[config.mk]
export PLATFORM = sky130hd
export DESIGN_NAME = rbcp_wb_decoder
export DESIGN_NICKNAME = d
export VERILOG_FILES = /design/src/rtl/rbcp_wb_decoder.sv
export SDC_FILE = /design/constraint.sdc
export NUM_CORES = 1
export LEC_CHECK = 0
export ABC_AREA = 0
export BUFFER_PORTS_ARGS = -buffer_cell sky130_fd_sc_hd__buf_2
export CAP_MARGIN = 30
export CORE_UTILIZATION = 41
export DETAILED_ROUTE_END_ITERATION = 10
export PLACE_DENSITY = 0.63
export SLEW_MARGIN = 20
export SYNTH_ARGS = -nofsm -noshare
export SYNTH_HDL_FRONTEND = slang
export SYNTH_SLANG_ARGS = --single-unit
[constraint.sdc]
create_clock -name clk -period 5.6 [get_ports clk]
set_input_delay 0.28 -clock clk [delete_from_list [all_inputs] [get_ports clk]]
set_output_delay 0.28 -clock clk [all_outputs]
set_load 0.03 [all_outputs]
[src/rtl/rbcp_wb_decoder.sv]
// Wishbone address decoder and bus watchdog behind the RBCP-to-Wishbone bridge.
// Latency: slave strobes one cycle after the request; master termination one cycle after the slave's.
// Backpressure: a silent slave is cut off after TIMEOUT cycles with m_err; no new cycle until m_cyc drops.
module rbcp_wb_decoder #(
   parameter int                 NSLV     = 2,
   parameter logic [NSLV*32-1:0] SLV_BASE = {32'h0000_0100, 32'h0000_0000},
   parameter logic [NSLV*32-1:0] SLV_MASK = {32'hFFFF_FF00, 32'hFFFF_FF00},
   parameter int                 TIMEOUT  = 255
) (
   input  logic                clk,
   input  logic                rst,
   input  logic [31:0]         m_adr,
   input  logic [7:0]          m_dat_i,
   output logic [7:0]          m_dat_o,
   input  logic                m_cyc,
   input  logic                m_stb,
   input  logic                m_we,
   input  logic                m_sel,
   output logic                m_ack,
   output logic                m_err,
   output logic                m_rty,
   output logic [31:0]         s_adr,
   output logic [7:0]          s_dat_o,
   input  logic [NSLV*8-1:0]   s_dat_i,
   output logic [NSLV-1:0]     s_cyc,
   output logic [NSLV-1:0]     s_stb,
   output logic                s_we,
   output logic                s_sel,
   input  logic [NSLV-1:0]     s_ack,
   input  logic [NSLV-1:0]     s_err,
   input  logic [NSLV-1:0]     s_rty,
   output logic [7:0]          err_cnt,
   output logic [31:0]         err_adr
);

   localparam int          SW      = (NSLV > 1) ? $clog2(NSLV) : 1;
   localparam logic [15:0] WD_LAST = 16'(TIMEOUT - 1);

   typedef enum logic [1:0] {IDLE, ACTIVE, DONE} state_t;

   state_t           state, state_nx;
   logic [SW-1:0]    sel;
   logic [15:0]      wd_cnt;

   logic             hit;
   logic [SW-1:0]    hit_idx;
   logic [NSLV-1:0]  hit_oh;
   logic             start_hit, start_miss;
   logic             do_ack, do_err, do_rty, do_tmo, do_abort;

   // Select is always driven high for a decoded access; the master's value is not forwarded.
   logic unused_m_sel;
   assign unused_m_sel = m_sel;

   // Address decode (lowest index wins) and next-state / event selection.
   always_comb begin
      state_nx   = state;
      hit        = 1'b0;
      hit_idx    = '0;
      hit_oh     = '0;
      start_hit  = 1'b0;
      start_miss = 1'b0;
      do_ack     = 1'b0;
      do_err     = 1'b0;
      do_rty     = 1'b0;
      do_tmo     = 1'b0;
      do_abort   = 1'b0;
      for (int i = NSLV - 1; i >= 0; i--) begin
         if ((m_adr & SLV_MASK[i*32 +: 32]) == (SLV_BASE[i*32 +: 32] & SLV_MASK[i*32 +: 32])) begin
            hit        = 1'b1;
            hit_idx    = SW'(i);
            hit_oh     = '0;
            hit_oh[i]  = 1'b1;
         end
      end
      case (state)
         IDLE: begin
            if (m_cyc && m_stb) begin
               if (hit) begin
                  start_hit = 1'b1;
                  state_nx  = ACTIVE;
               end else begin
                  start_miss = 1'b1;
                  state_nx   = DONE;
               end
            end
         end
         ACTIVE: begin
            // A vanished master outranks any termination: nobody is left to receive it.
            if (!m_cyc) begin
               do_abort = 1'b1;
               state_nx = IDLE;
            end else if (s_ack[sel]) begin
               do_ack   = 1'b1;
               state_nx = DONE;
            end else if (s_err[sel]) begin
               do_err   = 1'b1;
               state_nx = DONE;
            end else if (s_rty[sel]) begin
               do_rty   = 1'b1;
               state_nx = DONE;
            end else if (wd_cnt == WD_LAST) begin
               do_tmo   = 1'b1;
               state_nx = DONE;
            end
         end
         DONE: begin
            if (!m_cyc) state_nx = IDLE;
         end
         default: state_nx = IDLE;
      endcase
   end

   // State register.
   always_ff @(posedge clk or posedge rst) begin
      if (rst) state <= IDLE;
      else     state <= state_nx;
   end

   // Slave-side latches, strobes, watchdog and master terminations.
   always_ff @(posedge clk or posedge rst) begin
      if (rst) begin
         sel     <= '0;
         wd_cnt  <= '0;
         s_adr   <= '0;
         s_dat_o <= '0;
         s_we    <= 1'b0;
         s_sel   <= 1'b0;
         s_cyc   <= '0;
         s_stb   <= '0;
         m_dat_o <= '0;
         m_ack   <= 1'b0;
         m_err   <= 1'b0;
         m_rty   <= 1'b0;
      end else begin
         m_ack <= do_ack;
         m_err <= do_err | do_tmo | start_miss;
         m_rty <= do_rty;
         if (start_hit || start_miss) begin
            s_adr   <= m_adr;
            s_dat_o <= m_dat_i;
            s_we    <= m_we;
         end
         if (start_hit) begin
            sel    <= hit_idx;
            s_cyc  <= hit_oh;
            s_stb  <= hit_oh;
            s_sel  <= 1'b1;
            wd_cnt <= '0;
         end else if (state == ACTIVE) begin
            wd_cnt <= wd_cnt + 16'd1;
         end
         if (do_ack) m_dat_o <= s_dat_i[{sel, 3'b000} +: 8];
         if (do_ack || do_err || do_rty || do_tmo || do_abort) begin
            s_cyc <= '0;
            s_stb <= '0;
            s_sel <= 1'b0;
         end
      end
   end

   // Log of errors the decoder itself generates (unmapped address, watchdog).
   always_ff @(posedge clk or posedge rst) begin
      if (rst) begin
         err_cnt <= '0;
         err_adr <= '0;
      end else if (start_miss || do_tmo) begin
         if (err_cnt != 8'hFF) err_cnt <= err_cnt + 8'd1;
         err_adr <= start_miss ? m_adr : s_adr;
      end
   end

endmodule
==> run_results.csv <==
group,metric,value,unit
cts,cts-root-buf,"clkbuf_16",
timing,finalMaxSlewViolations,0,
layout,diodes,0,
power,power.total,2570,uW
synthesis,synth_area,0.00502,sq mm
placement,port_buffers,163,
global_route,antenna_found_initial,0,
floorplan,fp.dieH,113,um
timing,finalSetupViolCount,0,
timing,min_period,3390,ps
timing,maxSlewHeadroom,40.8,%
critical_path,critPathMaxFanout,20,
synthesis,synth_edf_count,0,
cts,tritoncts,"done",
critical_path,crit_arrival,3730,ps
detailed_routing,drc,0,
cts,cts_made_buffers,17,
layout,layout.cells.non_filler,819,
floorplan,fp-row-count,40,
critical_path,regToRegStartpoint,"wd_cnt[0]",
global_route,overflow,0,
timing,skew,7.31,ps
critical_path,critPathKind,"reg -> reg",
cts,htreeDepth,4,
cts,clockBufferDepth,2,
detailed_routing,wirelength,12100,um
layout,fill_cells,1085,
detailed_routing,ant_nets,0,
cts,ctsResizeCount,0,
power,seqPwrFrac,39.4,%
floorplan,core,0.0120,sq mm
power,pwr-share-clk,40.3,%
global_route,grt_pass1_vias,3934,
power,leakagePower,0.00332,uW
power,switching_share,31.8,%
timing,finalSetupTns,0,ps
placement,dp.final_hpwl,8380,um
timing,fmax,295,MHz
global_route,grt_pass1_wl,19700,um
synthesis,ys_ff_latch,114,
layout,final_nets,731,
power,power_frac_comb,20.4,%
synthesis,seq_area_frac_synth,56.8,%
synthesis,synthFlopType,"dfrtp_1",
critical_path,required,5940,ps
cts,cts.sinks,114,
critical_path,cp-start-kind,"flop",
placement,routabilityCongestion,0.764,
layout,area_delta_synth_final,30.7,%
cts,clk_latency,400,ps
global_route,grtUsageTotal,19.9,%
cts,post-cts-setup-buffers,0,
layout,final_layout_size_suffix_gt1_share,31.4,%
global_route,grt_max_degree,64,
detailed_routing,vias,4164,
critical_path,slowest_delay,960,ps
synthesis,synthArstFlopShare,100,%
critical_path,critical_path.slowest_cell,"or4_2",
floorplan,start_util,42.0,%
timing,worst_slew_pin_slew,889,ps
floorplan,die_w,113,um
synthesis,synth_nets,569,
power,peakVddDrop,0.194,mV
detailed_routing,drt_iter0_markers,222,
detailed_routing,firstDrtPassIters,4,
worst_hold_path,hold_class,"in -> reg",
detailed_routing,wl_per_cell,14.8,um
floorplan,io_pins,165,
timing,rsz0062_at_grt,"false",
critical_path,endpoint_kind,"flop",
synthesis,synth_cell_types,43,
status,status,"finished, final reports clean",
timing,finalHoldViolations,0,
cts,path_clk_slew,50,ps
synthesis,yosysWarnings,0,
layout,fin_util,54.9,%
cts,cts_hold_buf,1,
power,power.switching,818,uW
power,p_int,1750,uW
critical_path,crit_chain,"inv_1 -> ha_1 -> or4b_1 -> or4_1 -> or4_2 -> nand2_1 -> o21a_1",
worst_hold_path,hold_start,"m_dat_i[6]",
synthesis,avgSynthCellArea,10.1,sq um
power,powerDensity,392,mW/mm^2
timing,fin_crit_sh,60.5,%
critical_path,cp-startpoint,"wd_cnt[0]",
floorplan,die_area,0.0127,sq mm
job,maxCapViolCount,0,
detailed_routing,vias_per_cell,5.08,
placement,placed_cells,786,
synthesis,syn_inst,498,
-- power by group through the flow --
stage	Sequential (uW)	Combinational [uW]	Clock, uW
6_report	1010	523	1040
3_3_place_gp	1020	519	0
5_1_grt	1030	562	1100
3_5_place_dp	1030	527	0
2_1_floorplan	1220	136	0
4_1_cts	1010	529	1060
-- cell families (layout without fill, tap and decap cells) --
logic type / Yosys count / count (layout) / synth area share [%]
XOR/XNOR: 20 / 20 / 3.49
adder cells (fa/ha/maj): 3 / 3 / 0.748
AND/OR/NAND/NOR: 219 / 219 / 18.8
buffers and inverters: 33 / 207 / 3.04
flip-flops: 114 / 114 / 56.8
multiplexers: 32 / 32 / 6.45
AO/OA/AOI/OAI: 77 / 77 / 10.7
-- layout by cell type, fill, tap and decap left out, drive strengths merged, types with 3 or more instances in the layout --
cell / count
and3: 4
o22a: 15
a21oi: 22
o21a: 17
nor4: 6
mux2i: 29
clkinvlp: 7
xor2: 16
nand4: 6
nor3: 4
xnor2: 4
a211oi: 5
inv: 7
nand3: 7
clkbuf: 19
and4: 4
nand2: 131
ha: 3
dfrtp: 114
mux2: 3
nor2: 44
o21ai: 12
buf: 169
-- routing by layer --
metal	routed length [um]	global-route usage (%)	vias to the layer above
li1	-	-	2008
met1	5720	26.9	2018
met2	5680	32.3	135
met3	653	5.40	3
met4	26	4.00	0
met5	0	0	-
-- final cells by class --
class | count | area (sq um) | share of cell area (%)
Clock inverter | 12 | 135 | 2.06
Clock buffer | 19 | 443 | 6.75
Inverter | 6 | 25.0 | 0.381
Sequential cell | 114 | 2850 | 43.5
Multi-Input combinational cell | 351 | 2040 | 31.1
Timing Repair Buffer | 170 | 883 | 13.5
Tap cell | 147 | 184 | 2.80
-- critical path, delay by kind of cell, from the launching register on --
family	cells	cell delay (ps)
AOI/OAI and AO/OA	1	180
adders and majority gates	1	160
buffers and inverters	1	90
DFF	1	410
and+or+nand+nor	4	2460
-- stage by stage --
step                hold slack (ps)  area [sq um]  worst slack, ps
finish                         72.9          6560             2210
floorplan                       385          5020             2300
global route                   58.6          6560             2010
detailed placement              414          5970             2190
CTS                            55.2          6560             2170
global placement                399          5950             2220
-- worst paths after layout --
| check | to | depth (start not counted) | slack, ps |
|---|---|---|---|
| worst min-delay path | s_dat_o[6] | 3 | 70 |
| worst max-delay path | err_adr[15] | 7 | 2210 |
| min in group asynchronous | m_dat_o[0] | 3 | 510 |
| worst min register to register | s_dat_o[0] | 2 | 480 |
| worst max register to register | err_adr[15] | 7 | 2210 |
| max in group asynchronous | wd_cnt[15] | 4 | 3810 |
-- synth_stat cells, types with 4 or more instances --
cell | n | share of area [%]
nor2_1 | 44 | 3.3
xor2_1 | 16 | 2.8
a211oi_2 | 4 | 1.0
xnor2_1 | 4 | 0.70
o21a_1 | 17 | 2.5
a21oi_1 | 22 | 2.2
nor4_1 | 6 | 0.75
nand3_1 | 7 | 0.70
o22a_1 | 15 | 2.6
nor3_1 | 4 | 0.40
nand2_1 | 131 | 9.8
clkbuf_1 | 19 | 1.4
nand4_1 | 6 | 0.75
inv_1 | 6 | 0.45
dfrtp_1 | 114 | 57
and3_1 | 4 | 0.50
and4_1 | 4 | 0.70
o21ai_0 | 11 | 1.1
mux2i_1 | 29 | 5.8
-- sequential cells by signal, summed over array words and instances, names as in the netlist --
name,cells
s_stb,2
sel,1
err_adr,32
s_we,1
err_cnt,8
m_ack,1
s_sel,1
m_dat_o,8
m_err,1
wd_cnt,16
m_rty,1
state,2
s_dat_o,8
s_adr,32
(Power assumes the default switching activity.)
